===== config.mk =====
export PLATFORM = sky130hd
export DESIGN_NAME = ip_udp_hdr_gen
export DESIGN_NICKNAME = d
export VERILOG_FILES = /design/src/rtl/eth_hdr_pkg.sv /design/src/rtl/ip_csum_acc.sv /design/src/rtl/ip_udp_hdr_gen.sv
export SDC_FILE = /design/constraint.sdc
export NUM_CORES = 1
export LEC_CHECK = 0
export CORE_MARGIN = 8
export CORE_UTILIZATION = 40
export DETAILED_ROUTE_END_ITERATION = 8
export PLACE_DENSITY = 0.72
export SLEW_MARGIN = 0
export SYNTH_ARGS = -nofsm -noshare
export SYNTH_HDL_FRONTEND = slang
export SYNTH_SLANG_ARGS = --single-unit

===== constraint.sdc =====
create_clock -name clk -period 4.3 [get_ports clk]
set_input_delay 0.86 -clock clk [delete_from_list [all_inputs] [get_ports clk]]
set_output_delay 0.86 -clock clk [all_outputs]
set_load 0.1 [all_outputs]

===== src/rtl/eth_hdr_pkg.sv =====
// Shared constants, FSM state type and IPv4 header word selector for the
// Ethernet/IPv4/UDP header generator.
package eth_hdr_pkg;

    localparam logic [15:0] ETHERTYPE_IPV4  = 16'h0800;
    localparam logic [15:0] ETHERTYPE_VLAN  = 16'h8100;
    localparam logic [7:0]  IP_PROTO_UDP    = 8'h11;
    localparam logic [15:0] MAX_UDP_PAYLOAD = 16'd1472;
    localparam logic [15:0] IP_VER_IHL_TOS  = 16'h4500;
    localparam logic [15:0] IP_FLAGS_DF     = 16'h4000;

    localparam int ETH_HDR_BYTES  = 14;
    localparam int VLAN_TAG_BYTES = 4;
    localparam int IP_HDR_BYTES   = 20;
    localparam int UDP_HDR_BYTES  = 8;

    typedef enum logic [1:0] {
        ST_IDLE,
        ST_CALC,
        ST_FOLD,
        ST_SEND
    } hdr_state_t;

    // The ten 16-bit words of the IPv4 header; word 5 is the checksum slot.
    function automatic logic [15:0] ip_word(
        input logic [3:0]  idx,
        input logic [15:0] tot_len,
        input logic [15:0] id,
        input logic [7:0]  ttl,
        input logic [31:0] sip,
        input logic [31:0] dip,
        input logic [15:0] csum
    );
        logic [15:0] w;
        case (idx)
            4'd0:    w = IP_VER_IHL_TOS;
            4'd1:    w = tot_len;
            4'd2:    w = id;
            4'd3:    w = IP_FLAGS_DF;
            4'd4:    w = {ttl, IP_PROTO_UDP};
            4'd5:    w = csum;
            4'd6:    w = sip[31:16];
            4'd7:    w = sip[15:0];
            4'd8:    w = dip[31:16];
            4'd9:    w = dip[15:0];
            default: w = 16'h0000;
        endcase
        return w;
    endfunction

endpackage


===== src/rtl/ip_csum_acc.sv =====
// Ones-complement checksum: 20-bit accumulate, end-around-carry fold, and a
// final fold+invert step that registers the 16-bit checksum.
module ip_csum_acc (
    input  logic        clk,
    input  logic        rst_n,
    input  logic        i_clear,
    input  logic        i_add,
    input  logic [15:0] i_word,
    input  logic        i_fold,
    input  logic        i_finish,
    output logic [15:0] o_csum
);

    logic [19:0] r_acc;
    logic [15:0] r_csum;
    logic [19:0] w_folded;

    // Ten 16-bit words cannot overflow 20 bits, and two folds always fit 16.
    assign w_folded = {4'h0, r_acc[15:0]} + {16'h0000, r_acc[19:16]};
    assign o_csum   = r_csum;

    always_ff @(posedge clk or negedge rst_n) begin
        if (!rst_n) begin
            r_acc  <= '0;
            r_csum <= '0;
        end else if (i_clear) begin
            r_acc  <= '0;
            r_csum <= '0;
        end else if (i_add) begin
            r_acc <= r_acc + {4'h0, i_word};
        end else if (i_fold) begin
            r_acc <= w_folded;
        end else if (i_finish) begin
            r_csum <= ~w_folded[15:0];
        end
    end

endmodule


===== src/rtl/ip_udp_hdr_gen.sv =====
// Ethernet + IPv4 + UDP header generator streaming BUS_W-bit beats.
// Optional 802.1Q tag insertion is enabled by defining VLAN_TAG_EN.
module ip_udp_hdr_gen
    import eth_hdr_pkg::*;
#(
    parameter int          BUS_W    = 16,
    parameter logic [7:0]  TTL      = 8'd64,
    parameter logic [15:0] VLAN_TCI = 16'h0000
) (
    input  logic             clk,
    input  logic             rst_n,
    input  logic             start,
    input  logic [47:0]      dst_mac,
    input  logic [47:0]      src_mac,
    input  logic [31:0]      dst_ip,
    input  logic [31:0]      src_ip,
    input  logic [15:0]      src_port,
    input  logic [15:0]      dst_port,
    input  logic [15:0]      ip_id,
    input  logic [15:0]      payload_len,
    output logic [BUS_W-1:0] hdr_data,
    output logic             hdr_valid,
    output logic             hdr_last,
    input  logic             hdr_ready,
    output logic             busy,
    output logic             len_err
);

`ifdef VLAN_TAG_EN
    localparam int HDR_BYTES = ETH_HDR_BYTES + VLAN_TAG_BYTES + IP_HDR_BYTES + UDP_HDR_BYTES;
`else
    localparam int HDR_BYTES = ETH_HDR_BYTES + IP_HDR_BYTES + UDP_HDR_BYTES;
`endif
    localparam int         NBEATS    = HDR_BYTES / (BUS_W / 8);
    localparam logic [5:0] LAST_BEAT = 6'(NBEATS - 1);

    hdr_state_t       r_state;
    logic [3:0]       r_cnt;
    logic [5:0]       r_beat;
    logic [47:0]      r_dst_mac, r_src_mac;
    logic [31:0]      r_dst_ip, r_src_ip;
    logic [15:0]      r_src_port, r_dst_port, r_ip_id, r_ip_len, r_udp_len;
    logic             r_busy, r_len_err, r_hdr_valid, r_hdr_last;
    logic [BUS_W-1:0] r_hdr_data;

    logic [15:0]      w_csum, w_calc_word, w_word;
    logic [4:0]       w_word_idx, w_k;
    logic [3:0]       w_ip_off;
    logic [BUS_W-1:0] w_beat;

    assign w_calc_word = ip_word(r_cnt, r_ip_len, r_ip_id, TTL, r_src_ip, r_dst_ip, 16'h0000);

    ip_csum_acc u_csum (
        .clk      (clk),
        .rst_n    (rst_n),
        .i_clear  (r_state == ST_IDLE),
        .i_add    (r_state == ST_CALC),
        .i_word   (w_calc_word),
        .i_fold   ((r_state == ST_FOLD) && (r_cnt == 4'd0)),
        .i_finish ((r_state == ST_FOLD) && (r_cnt == 4'd1)),
        .o_csum   (w_csum)
    );

    // Wire-order 16-bit word for the current beat; w_k is the index with the tag removed.
    always_comb begin
        w_word   = 16'h0000;
`ifdef VLAN_TAG_EN
        w_k      = (w_word_idx >= 5'd8) ? (w_word_idx - 5'd2) : w_word_idx;
`else
        w_k      = w_word_idx;
`endif
        w_ip_off = w_k[3:0] - 4'd7;
        case (w_k)
            5'd0:    w_word = r_dst_mac[47:32];
            5'd1:    w_word = r_dst_mac[31:16];
            5'd2:    w_word = r_dst_mac[15:0];
            5'd3:    w_word = r_src_mac[47:32];
            5'd4:    w_word = r_src_mac[31:16];
            5'd5:    w_word = r_src_mac[15:0];
            5'd6:    w_word = ETHERTYPE_IPV4;
            5'd17:   w_word = r_src_port;
            5'd18:   w_word = r_dst_port;
            5'd19:   w_word = r_udp_len;
            5'd20:   w_word = 16'h0000;
            default: w_word = (w_k >= 5'd7 && w_k <= 5'd16)
                            ? ip_word(w_ip_off, r_ip_len, r_ip_id, TTL, r_src_ip, r_dst_ip, w_csum)
                            : 16'h0000;
        endcase
`ifdef VLAN_TAG_EN
        if (w_word_idx == 5'd6)
            w_word = ETHERTYPE_VLAN;
        else if (w_word_idx == 5'd7)
            w_word = VLAN_TCI;
`endif
    end

    generate
        if (BUS_W == 16) begin : g_bus16
            assign w_word_idx = r_beat[4:0];
            assign w_beat     = {w_word[7:0], w_word[15:8]};
        end else begin : g_bus8
            assign w_word_idx = r_beat[5:1];
            assign w_beat     = r_beat[0] ? w_word[7:0] : w_word[15:8];
        end
    endgenerate

    always_ff @(posedge clk or negedge rst_n) begin
        if (!rst_n) begin
            r_state     <= ST_IDLE;
            r_cnt       <= '0;
            r_beat      <= '0;
            r_dst_mac   <= '0;
            r_src_mac   <= '0;
            r_dst_ip    <= '0;
            r_src_ip    <= '0;
            r_src_port  <= '0;
            r_dst_port  <= '0;
            r_ip_id     <= '0;
            r_ip_len    <= '0;
            r_udp_len   <= '0;
            r_busy      <= 1'b0;
            r_len_err   <= 1'b0;
            r_hdr_valid <= 1'b0;
            r_hdr_last  <= 1'b0;
            r_hdr_data  <= '0;
        end else begin
            r_len_err <= 1'b0;
            case (r_state)
                ST_IDLE: begin
                    if (start) begin
                        if (payload_len > MAX_UDP_PAYLOAD) begin
                            r_len_err <= 1'b1;
                        end else begin
                            r_dst_mac  <= dst_mac;
                            r_src_mac  <= src_mac;
                            r_dst_ip   <= dst_ip;
                            r_src_ip   <= src_ip;
                            r_src_port <= src_port;
                            r_dst_port <= dst_port;
                            r_ip_id    <= ip_id;
                            r_ip_len   <= payload_len + 16'(IP_HDR_BYTES + UDP_HDR_BYTES);
                            r_udp_len  <= payload_len + 16'(UDP_HDR_BYTES);
                            r_cnt      <= '0;
                            r_busy     <= 1'b1;
                            r_state    <= ST_CALC;
                        end
                    end
                end
                ST_CALC: begin
                    r_cnt <= r_cnt + 4'd1;
                    if (r_cnt == 4'd9) begin
                        r_cnt   <= '0;
                        r_state <= ST_FOLD;
                    end
                end
                ST_FOLD: begin
                    r_cnt <= r_cnt + 4'd1;
                    if (r_cnt == 4'd1) begin
                        r_cnt   <= '0;
                        r_beat  <= '0;
                        r_state <= ST_SEND;
                    end
                end
                ST_SEND: begin
                    if (!r_hdr_valid || hdr_ready) begin
                        if (r_hdr_valid && r_hdr_last) begin
                            r_hdr_valid <= 1'b0;
                            r_hdr_last  <= 1'b0;
                            r_hdr_data  <= '0;
                            r_busy      <= 1'b0;
                            r_state     <= ST_IDLE;
                        end else begin
                            r_hdr_valid <= 1'b1;
                            r_hdr_data  <= w_beat;
                            r_hdr_last  <= (r_beat == LAST_BEAT);
                            r_beat      <= r_beat + 6'd1;
                        end
                    end
                end
                default: r_state <= ST_IDLE;
            endcase
        end
    end

    assign hdr_data  = r_hdr_data;
    assign hdr_valid = r_hdr_valid;
    assign hdr_last  = r_hdr_last;
    assign busy      = r_busy;
    assign len_err   = r_len_err;

endmodule

== After elaboration in Yosys (flattened, before gate mapping) ==
Cells that the tools add are included.

* Register bits after elaboration: 308
* Input port bits: 228
* Output and inout port bits: 20
* Word-level logic and storage cells: 131

* $add $sub $neg: 7
* $lt $le $gt $ge: 3
* Eq/ne operators: 40
* Mux-type cells: 38
* Bitwise logic cells: 2
* Reduce and logical (&&, ||, !) cells: 22

{| class="wikitable"
|+ Operators with widths
! kind !! number
|-
| $pmux W16 S11 || 1
|-
| $pmux W16 S10 || 1
|-
| $pmux W16 S9 || 1
|-
| $mux W16 || 6
|-
| $mux W20 || 3
|-
| $eq A4 B3 Y1 const B || 7
|-
| $add A20 B16 Y20 || 1
|-
| $eq A5 B5 Y1 const B || 4
|-
| $mux W6 || 3
|-
| $add A16 B4 Y17 || 1
|-
| $add A16 B4 Y16 const B || 1
|-
| $add A16 B5 Y16 const B || 1
|-
| $eq A4 B2 Y1 const B || 4
|-
| $eq A4 B4 Y1 const B || 4
|-
| $gt A16 B11 Y1 const B || 1
|-
| $mux W4 || 4
|-
| $not A16 Y16 || 1
|-
| $eq A5 B3 Y1 const B || 3
|-
| $mux W2 || 6
|-
| $ne A2 B2 Y1 const B || 6
|-
| $pmux W4 S3 || 1
|-
| $pmux W6 S2 || 1
|-
| $eq A5 B2 Y1 const B || 2
|-
| $mux W1 || 9
|-
| other kinds (27) || 40
|}

== Depth between registers and ports, before layout ==
* Word-level depth: 6
* Depth in mapped cells: 15
* Depth with buffers taken out: 14

== Hierarchy ==
A second synthesis with hierarchy kept.

* Cells, all modules: 1420
* Area total of the unflattened synthesis: 16268.1 µm²

{| class="wikitable"
|+ By module, submodules not included
! module !! instances !! cells each !! area each (µm²) !! sequential area each (µm²)
|-
| ip_udp_hdr_gen || 1 || 1102 || 13424.1 || 6756.5
|-
| ip_csum_acc || 1 || 318 || 2844.0 || 900.9
|}

== Worst setup path after synthesis ==
No wires, ideal clock.

* Path type: register to register
* From: register r_cnt[3]
* To: register u_csum.r_acc[18]
* Setup time: 130 ps
* Arrival: 3104 ps
* Required time: 4170 ps
* Path slack: 1065 ps
* Stages on the path, launching flop included: 16
* Buffers on the path: 1
* Clock period less this slack: 3235 ps
* Cells stage by stage: dfrtp_1 inv_1 buf_2 nand2_1 nor2_1 a222oi_1 o211ai_1 ha_1 fa_1 a21oi_1 o22ai_1 o31ai_2 nor3_1 o311ai_1 xor2_1 o21ai_1

* Longest elaborated chain between the ends: 5
* Elaborated cells between the ends (all ways): 15
* Classes of those cells: 1 x add/sub; 8 x eq/ne; 3 x mux; 3 x reduce/logical

{| class="wikitable"
|+ Ends and longest elaborated chain
! element !! line !! text
|-
| start, declared || ip_udp_hdr_gen.sv:38 || <nowiki>logic [3:0] r_cnt;</nowiki>
|-
| start signal, assigned || ip_udp_hdr_gen.sv:150 || <nowiki>r_cnt <= r_cnt + 4'd1;</nowiki>
|-
| start signal, assigned || ip_udp_hdr_gen.sv:157 || <nowiki>r_cnt <= r_cnt + 4'd1;</nowiki>
|-
| $eq A4 B4 Y1, or another cell as far along || eth_hdr_pkg.sv:35 || <nowiki>case (idx)</nowiki>
|-
| $pmux W16 S9 || eth_hdr_pkg.sv:35 ||
|-
| $add A20 B16 Y20 || ip_csum_acc.sv:30 || <nowiki>r_acc <= r_acc + {4'h0, i_word};</nowiki>
|-
| $mux W20 || ip_csum_acc.sv:29 || <nowiki>end else if (i_add) begin</nowiki>
|-
| $mux W20 || ip_csum_acc.sv:26 || <nowiki>end else if (i_clear) begin</nowiki>
|-
| end signal, assigned || ip_csum_acc.sv:30 ||
|-
| end signal, assigned || ip_csum_acc.sv:32 || <nowiki>r_acc <= w_folded;</nowiki>
|-
| end, declared || ip_csum_acc.sv:14 || <nowiki>logic [19:0] r_acc;</nowiki>
|}

Several ways; a longest one is shown, not always the timed one.
A chain may end at the register's enable or synchronous reset.

== Final worst setup path ==
* From: register r_cnt[1]
* To: register u_csum.r_acc[14]

Same word-level chain as after synthesis.

==> impl_results.md <==
- Outcome: finished, final reports clean
- Post-CTS sizing: 0
- Routability cong.: 1.02
- Dpl ws: 627 ps
- Number of global-route vias before repair: 14.9k
- Syn_nets: 2,152
- I/O pin count: 248
- Cell with the most instances after synthesis: nand2_1
- Tcrit/Tclk final: 0.873
- Port Buffers: 247
- Warnings, synthesis: 0
- RSZ-0062 raised after global routing: no
- Reg power frac: 0.377
- Synthesized area per cell: 8.64 sq um
- Hold WC Path Type: primary input to async pin
- Final #Nets: 2,382
- Setup Crit Path Kind: flop to flop
- Slew HR: 0.252
- Design area: 20,700 sq um
- Leading area contributor after synthesis: dfrtp_1
- Fraction of layout cells with a size suffix above 1: 0.0690
- N_diodes: 0
- Worst slew pin tran: 1120 ps
- Initial core utilization: 0.402
- Drc violations: 0
- Post-synth EDFFs: 0
- Final hold vios: 0
- Synth top cells by count: nand2_1, dfrtp_1, nor2_1
- DP HPWL: 43.3 mm
- Syn Inst Count: 1,888
- Post-CTS Setup Repair Bufs: 0
- Max Cap Viol: 0
- Main flop type after synthesis: dfrtp_1
- Final setup margin: 545 ps
- #FFs+latches synth: 306
- Grt total ovfl: 0
- Clock latency on the worst-skew pair: 560 ps
- FFs w/ async S/R, synth: 1.00
- Fin crit period: 3760 ps
- CTS root buffer: clkbuf_16
- Min Hold Slack: 261 ps
- CTS tree: done
- Row count: 74
- Worst vdd ir: 0.000318 V
- Layout area overhead: 26.7%
- Critical path fanouts, max: 14
- Vias: 15.1k
- Internal Pwr Total: 6990 uW
- Initial DRC count: 1,992
- Core area: 40,600 sq um
- Dpl cell area: 19,500 sq um
- Post-CTS Hold Fix Bufs: 0
- Share of the synthesized area in the top cell type: 0.469
- Clk slew on worst S/H paths: 60 ps
- GRT Util Overall: 0.240
- Clock power share: 0.270
- Largest net degree at the start of global routing: 161
- Num CTS Buffers: 36
- Final Core Density: 0.510
- Die area: 47,500 sq um
- Switching Share: 0.400
- DR WL/cell: 21.8 microns
- Psw: 4670 uW
- Power Density: 563 nW/um^2
- H-tree depth: 2
- Die Y: 218 microns
- Routed wire length: 58.3 mm
- Cell area after technology mapping: 16,300 sq um
- Post-DRT Antenna Nets: 0
- Startpoint types: flop
- Seq/Total Area, Yosys: 0.469
- DRT Pass-1 Iters: 9
- Worst clock skew: 23.8 ps
- Max Clk Rate: 266 MHz
- Required time of the critical path: 4690 ps
- Leak pwr: 0.00969 uW
- Die Wd: 218 microns
- Arrival @ worst endpoint: 4150 ps
- Clock Tree Buf Depth: 3
- Setup-failing EPs final: 0
- Synth area leaders: dfrtp_1, nand2_1, mux2i_1
- Worst setup EP type: flop
- Final setup TNS: 0 ps
- Via/cell ratio: 5.65
- FF-to-FF path depth: 15
- First-pass GRT wire length: 89.4 mm
- Final slew viol count: 0
- Combinational Power Share: 0.352
- Clock sink count: 306
- Count of cell types in the netlist: 77
- Initial antenna violation count: 0
==> power by group through the flow <==
stage               registers (uW)  clock network (uW)  logic (uW)
floorplan                     4640                   0        2230
finish                        4400                3150        4110
global route                  4460                3310        4450
global placement              4390                   0        3980
CTS                           4360                3200        4090
detailed placement            4400                   0        4060
==> registers in the layout, summed over array words and instances (netlist names), 6 cells and up <==
name / flops
r_ip_id: 16
r_udp_len: 14
r_dst_ip: 32
r_src_mac: 48
r_beat: 6
u_csum.r_acc: 20
r_dst_port: 16
hdr_data: 16
r_src_ip: 32
r_ip_len: 16
u_csum.o_csum: 16
r_dst_mac: 48
r_src_port: 16
==> cells by family after synthesis <==
kind of cell | count (synthesis) | share of synthesized area
AO/OA/AOI/OAI | 340 | 0.156
AND/OR/NAND/NOR | 949 | 0.237
flip-flops | 306 | 0.469
adder cells (fa/ha/maj) | 36 | 0.0285
multiplexers | 62 | 0.0382
buffers and inverters | 138 | 0.0397
XOR/XNOR | 57 | 0.0310
==> metrics by stage <==
stage          total power (uW)  std cells
4_1_cts                   11600       2676
3_3_place_gp               8370       2612
6_report                  11700       2676
3_5_place_dp               8450       2612
5_1_grt                   12200       2676
2_1_floorplan              6860       1888
==> per-layer routing <==
metal  vias up  wire length [microns]  track usage
met1      7308                  24600        0.327
met5         -                      0            0
li1       6964                      -            -
met4         0                   2370       0.0976
met3       135                   4940       0.0467
met2       701                  26400        0.371
==> cell usage in the layout (no fill, tap or decap), types with 7 or more instances in the layout <==
cell and instances:
buf_12 8, nand3_1 30, o21ai_0 44, a22o_1 15, dfrtp_1 305, clkbuf_16 37, xnor2_1 29, ha_1 34
nor2b_1 9, nand4_1 14, nand2b_1 9, nor2_1 79, clkinv_2 9, inv_1 22, mux2i_1 60, and3_1 8
nand2_1 741, a31oi_1 17, clkbuf_1 7, a222oi_1 32, xor2_1 27, a221o_1 17, a221oi_1 20, a211oi_1 13
buf_4 52, and2_1 16, o22ai_1 31, clkdlybuf4s50_1 246, nor3_1 15, a21oi_1 49, o2bb2ai_1 9, a22oi_1 22
a211o_1 11, o31ai_1 8
==> worst paths after layout <==
kind / startpoint / to / slack, ps
setup / recovery: r_cnt[1]$_DFFE_PN0P_ / u_csum.r_acc[14]$_DFFE_PN0P_ / 540
hold / removal: rst_n / r_dst_ip[7]$_DFFE_PN0P_ / 260
setup reg to reg: r_cnt[1]$_DFFE_PN0P_ / u_csum.r_acc[14]$_DFFE_PN0P_ / 540
hold reg to reg: r_dst_mac[39]$_DFFE_PN0P_ / r_dst_mac[39]$_DFFE_PN0P_ / 470
max in group asynchronous: rst_n / r_dst_mac[11]$_DFFE_PN0P_ / 3060
min in group clk: r_dst_mac[39]$_DFFE_PN0P_ / r_dst_mac[39]$_DFFE_PN0P_ / 470
==> layout make-up <==
| type | instances | area, sq um |
|---|---|---|
| clock buffer | 50 | 1030 |
| timing repair buffer | 307 | 3030 |
| tap | 532 | 666 |
| clock inverter | 14 | 175 |
| multi-input combinational | 1444 | 8040 |
| inverter | 23 | 86.3 |
| fill | 3734 | 19900 |
| sequential | 306 | 7660 |
==> critical path: stages (launching register included) <==
cell and delay [ps]:
dfrtp_1 450, nand2b_1 180, nor2_1 60, buf_4 190, a222oi_1 430, o211ai_1 160, ha_1 250, fa_1 410
a21oi_1 220, o22ai_1 170, o31ai_2 270, buf_4 180, o21ai_0 100, a21oi_1 240, xor2_1 170, o22ai_1 120
Power figures use the tool's default switching activity.
==> patch 1: new RTL, config.mk and constraints unchanged <==
Add a define of `VLAN_TAG_EN`.
--- a/src/rtl/ip_udp_hdr_gen.sv
+++ b/src/rtl/ip_udp_hdr_gen.sv
@@ -1,5 +1,7 @@
 // Ethernet + IPv4 + UDP header generator streaming BUS_W-bit beats.
 // Optional 802.1Q tag insertion is enabled by defining VLAN_TAG_EN.
+`define VLAN_TAG_EN
+
 module ip_udp_hdr_gen
     import eth_hdr_pkg::*;
 #(
Function: same outputs for any inputs over 4 cycles, from zero or initial values and one cycle with rst_n low; that may be too few to reach the edited logic, so the function may still have changed.
==> patch 1 against the original RTL <==
Total power is 5.3% higher. Area after synthesis is 0.58% lower. Wire length is 1.8% lower. Sequential cell count stayed put. Final area is 0.53% lower. Final cell count is 15% lower. Count of clock-buffer cells in the layout is 1 higher. Synthesized cell count is 21% lower. Worst setup slack worse by 0.27 ns. Sequential power is 2% lower. Critical endpoint is now u_csum.r_acc[16].
==> patch 1: results (changes against the original RTL) <==
largest net degree at the start of global routing 81 (-50%); Post-synth ARST share 1.000 (unchanged); met1 wire length 22820 um (-7.3%); peak supply drop 0.2971 mV (-6.6%); slowest CP cell fa_1; Distinct cells, synth 73 (-5.2%); met3 Use GR 0.05146 (+0.004716); Max-Slew Margin vs Limit 0.1454 (-0.1070); sequential-to-total area share from yosys stat 0.4719 (+0.002750); fillcell total 3460 (-7.3%); adder-cell share of the synthesized area 0.03177 (+0.003252); clk_skew 0.01443 ns (-0.009343 ns); layout net count 2002 (-16%); run status completed; Pleak 0.009328 uW (-3.7%); cell total after placement 2222 (-15%); GRT busiest layer met2; Global Route Usage Sum 0.2343 (-0.005764); Synth Area per Inst 10.82 um^2 (+25%); Clock Power Share 0.255 (-0.015); first-pass GRT wire length 85590 um (-4.2%); port bufs 247 (unchanged); Max H-tree Level 2 (unchanged); initial antenna violation count 2 (+2); syn nets 1767 (-18%); crit path DAT 4.47 ns (+0.32 ns); Sw Ratio 0.4130 (+0.01263); Pre-antenna DRT Iters 7 (-2); met3 WL post-DR 5377 um (+9.0%); DR top layer met5; met1 GRT Util 0.3043 (-0.02302); share of layout cells above drive strength 1 0.2001 (+0.1311); DP Wirelength 42640 um (-1.5%); hold_ws 0.2648 ns (+0.003418 ns); WL final 57270 um (-1.8%); mux contribution to synthesized area 0.1629 (+0.1247); GRT met2 Usage 0.3737 (+0.002640); pre-CTS setup slack 0.2042 ns (-0.4229 ns); Max stage delay on crit path 0.43 ns (-0.02 ns); xor-xnor portion of the synthesized cell area 0.02699 (-0.004059); TritonCTS buffer count 35 (-2.8%); Detail Route met2 WL 26680 um (+1.1%); Seq pwr share 0.350 (-0.027); Post-DP Area 19350 um^2 (-0.62%); GP Congestion 1.029 (+1.3%); crit-path max FO 8 (-6); R2R Path End u_csum.r_acc[16]; CP Launch Point r_cnt[0]; Setup violations, final 0 (unchanged); post-DR wirelength/cell 25.06 um (+15%); most common library cells after synthesis dfrtp_1 (306), mux2_2 (224), nand2_1 (126); Synth Area in Compound Gates 0.1681 (+0.01202); via count 13838 (-8.4%); Pint 7203 uW (+3.1%); PnR worst setup slack 0.2704 ns (-0.2745 ns); drt initial violations 1827 (-8.3%); synth top area cells dfrtp_1 (47%), mux2_2 (16%), a22oi_1 (3.1%), ha_1 (2.9%), nand2_1 (2.9%); reg2reg start r_cnt[0]
## patch 1: changes by cell type after synthesis, moves of 19 or more
| cell | unedited run | this run |
|---|---|---|
| a22oi_1 | 22 | 66 |
| clkbuf_1 | 30 | 49 |
| buf_2 | 61 | 42 |
| o22ai_1 | 31 | 8 |
| nand2_1 | 741 | 126 |
| o21ai_0 | 44 | 85 |
| mux2i_1 | 60 | 12 |
| nand3_1 | 30 | 60 |
| mux2_2 | 2 | 224 |
## patch 1: layout make-up
cell class | instances | area (um^2) | area share
flip-flops and latches | 306 | 7659 | 0.3722
clock inverters | 11 | 155.1 | 0.007541
inverters | 24 | 90.09 | 0.004379
multi-input cells | 1069 | 8066 | 0.3921
clock buffers | 51 | 1047 | 0.05090
well taps | 525 | 656.9 | 0.03193
diodes | 1 | 2.502 | 0.0001216
repair buffers | 298 | 2898 | 0.1408
## patch 1: timing repair
action | in CTS | in global routing
gates resized for setup | 0 | 3
endpoints found under the setup margin | 0 | 3
hold buffers | 0 | 0
==> patch 2: new RTL, same settings <==
Made on the original files. The 4 states of `hdr_state_t` get a Gray code encoding in 2 bits.
--- a/src/rtl/eth_hdr_pkg.sv
+++ b/src/rtl/eth_hdr_pkg.sv
@@ -15,10 +15,10 @@
     localparam int UDP_HDR_BYTES  = 8;
 
     typedef enum logic [1:0] {
-        ST_IDLE,
-        ST_CALC,
-        ST_FOLD,
-        ST_SEND
+        ST_IDLE = 2'b00,
+        ST_CALC = 2'b01,
+        ST_FOLD = 2'b11,
+        ST_SEND = 2'b10
     } hdr_state_t;
 
     // The ten 16-bit words of the IPv4 header; word 5 is the checksum slot.
Check against the original RTL: no difference found for any inputs over 4 cycles, from zero or initial values and one cycle with rst_n low; so few cycles prove little.
==> patch 2 against the original RTL <==
Clock skew about the same. Sequential power is 24% lower. Area after synthesis shrank 4.1%. Wire length decreased by 10%. Sequential cell count did not move. Non-clock buffer count decreased by 20. Worst setup slack improved by 0.0020 ns. Final area is 4.2% lower. Via count decreased by 16%. Total power is 29% lower. Critical endpoint is now u_csum.r_acc[16]. Largest power group unchanged.
==> patch 2: results (changes against the original RTL) <==
slowest CP cell a2111o_1; peak supply drop 0.2492 mV (-22%); GP Congestion 0.9595 (-5.5%); Max-Slew Margin vs Limit 0.2812 (+0.02883); CTS root buffer clkbuf_16; DP Wirelength 38740 um (-11%); Clock Power Share 0.344 (+0.074); f_max 0.2664 GHz (about the same); vias in the first global route 13368 (-11%); Max stage delay on crit path 0.50 ns (+0.05 ns); xor-xnor portion of the synthesized cell area 0.02911 (-0.001936); layout net count 1887 (-21%); GRT met2 Usage 0.3547 (-0.01628); Pleak 0.009066 uW (-6.4%); largest net degree at the start of global routing 124 (-23%); adder-cell share of the synthesized area 0.02655 (-0.001965); DR top layer met5; cell total after placement 2108 (-19%); crit-path max FO 13 (-1); R2R Setup Slk 0.55 ns (about the same); WL final 52320 um (-10%); post-DR wirelength/cell 24.20 um (+11%); TritonCTS buffer count 35 (-2.8%); initial antenna violation count 1 (+1); Detail Route met2 WL 23690 um (-10%); port bufs 247 (unchanged); worst reg-to-reg path cell count 14 (-1); sequential-to-total area share from yosys stat 0.4895 (+0.02030); Post-DP Area 18760 um^2 (-3.6%); met3 Use GR 0.06153 (+0.01479); Distinct cells, synth 72 (-6.5%); met1 wire length 20830 um (-15%); run status completed; crit path DAT 4.14 ns (about the same); pre-CTS setup slack 0.4389 ns (-0.1882 ns); syn nets 1650 (-23%); mux contribution to synthesized area 0.1844 (+0.1462); combinational fraction of design power 0.251 (-0.101); reg2reg start r_cnt[0]; Pre-antenna DRT Iters 7 (-2); most common library cells after synthesis dfrtp_1 (306), mux2_2 (202), nand2_1 (92); Post-Synthesis Cells 1390 (-26%); Critical Path Sink u_csum.r_acc[16]; drt initial violations 1451 (-27%); met1 GRT Util 0.2877 (-0.03963); Synth Area in Compound Gates 0.1432 (-0.01284); clk_skew 0.02420 ns (+0.0004285 ns); synth top area cells dfrtp_1 (49%), mux2_2 (15%), a22oi_1 (3.5%), ha_1 (2.4%), mux2i_1 (2.2%); Global Route Usage Sum 0.2276 (-0.01240); Sw Ratio 0.3358 (-0.06451); share of layout cells above drive strength 1 0.1873 (+0.1183); vias per cell 5.892 (+4.4%); cell area power density 419.0 nW/um^2 (-26%); first-pass GRT wire length 79780 um (-11%); met3 WL post-DR 5009 um (+1.5%)
[patch 2: final cells by class]
class	count	area, um^2
clock buffers	43	935.9
clock inverters	11	123.9
fillers	3404	18820
inverters	16	60.06
multi-input cells	981	7545
flip-flops and latches	306	7659
well taps	518	648.1
repair buffers	287	2853
[patch 2: how the worst min path moves through the flow]
stage | from | cells past startpoint | slack, ns | end
after floorplan | r_udp_len[3] | 2 | 0.44 | r_udp_len[3]
after global placement | r_udp_len[15] | 1 | 0.46 | r_udp_len[15]
after detailed placement | r_udp_len[13] | 1 | 0.47 | r_udp_len[13]
after CTS | rst_n | 1 | 0.34 | r_src_ip[14]
after global routing | rst_n | 1 | 0.36 | r_src_ip[14]
final | rst_n | 1 | 0.32 | r_src_ip[14]
[patch 2: kinds of logic after synthesis]
group / count (synthesis)
multiplexers: 260
AND/OR/NAND/NOR: 316
XOR/XNOR: 52
flip-flops: 306
buffers and inverters: 103
adder cells (fa/ha/maj): 32
AO/OA/AOI/OAI: 321
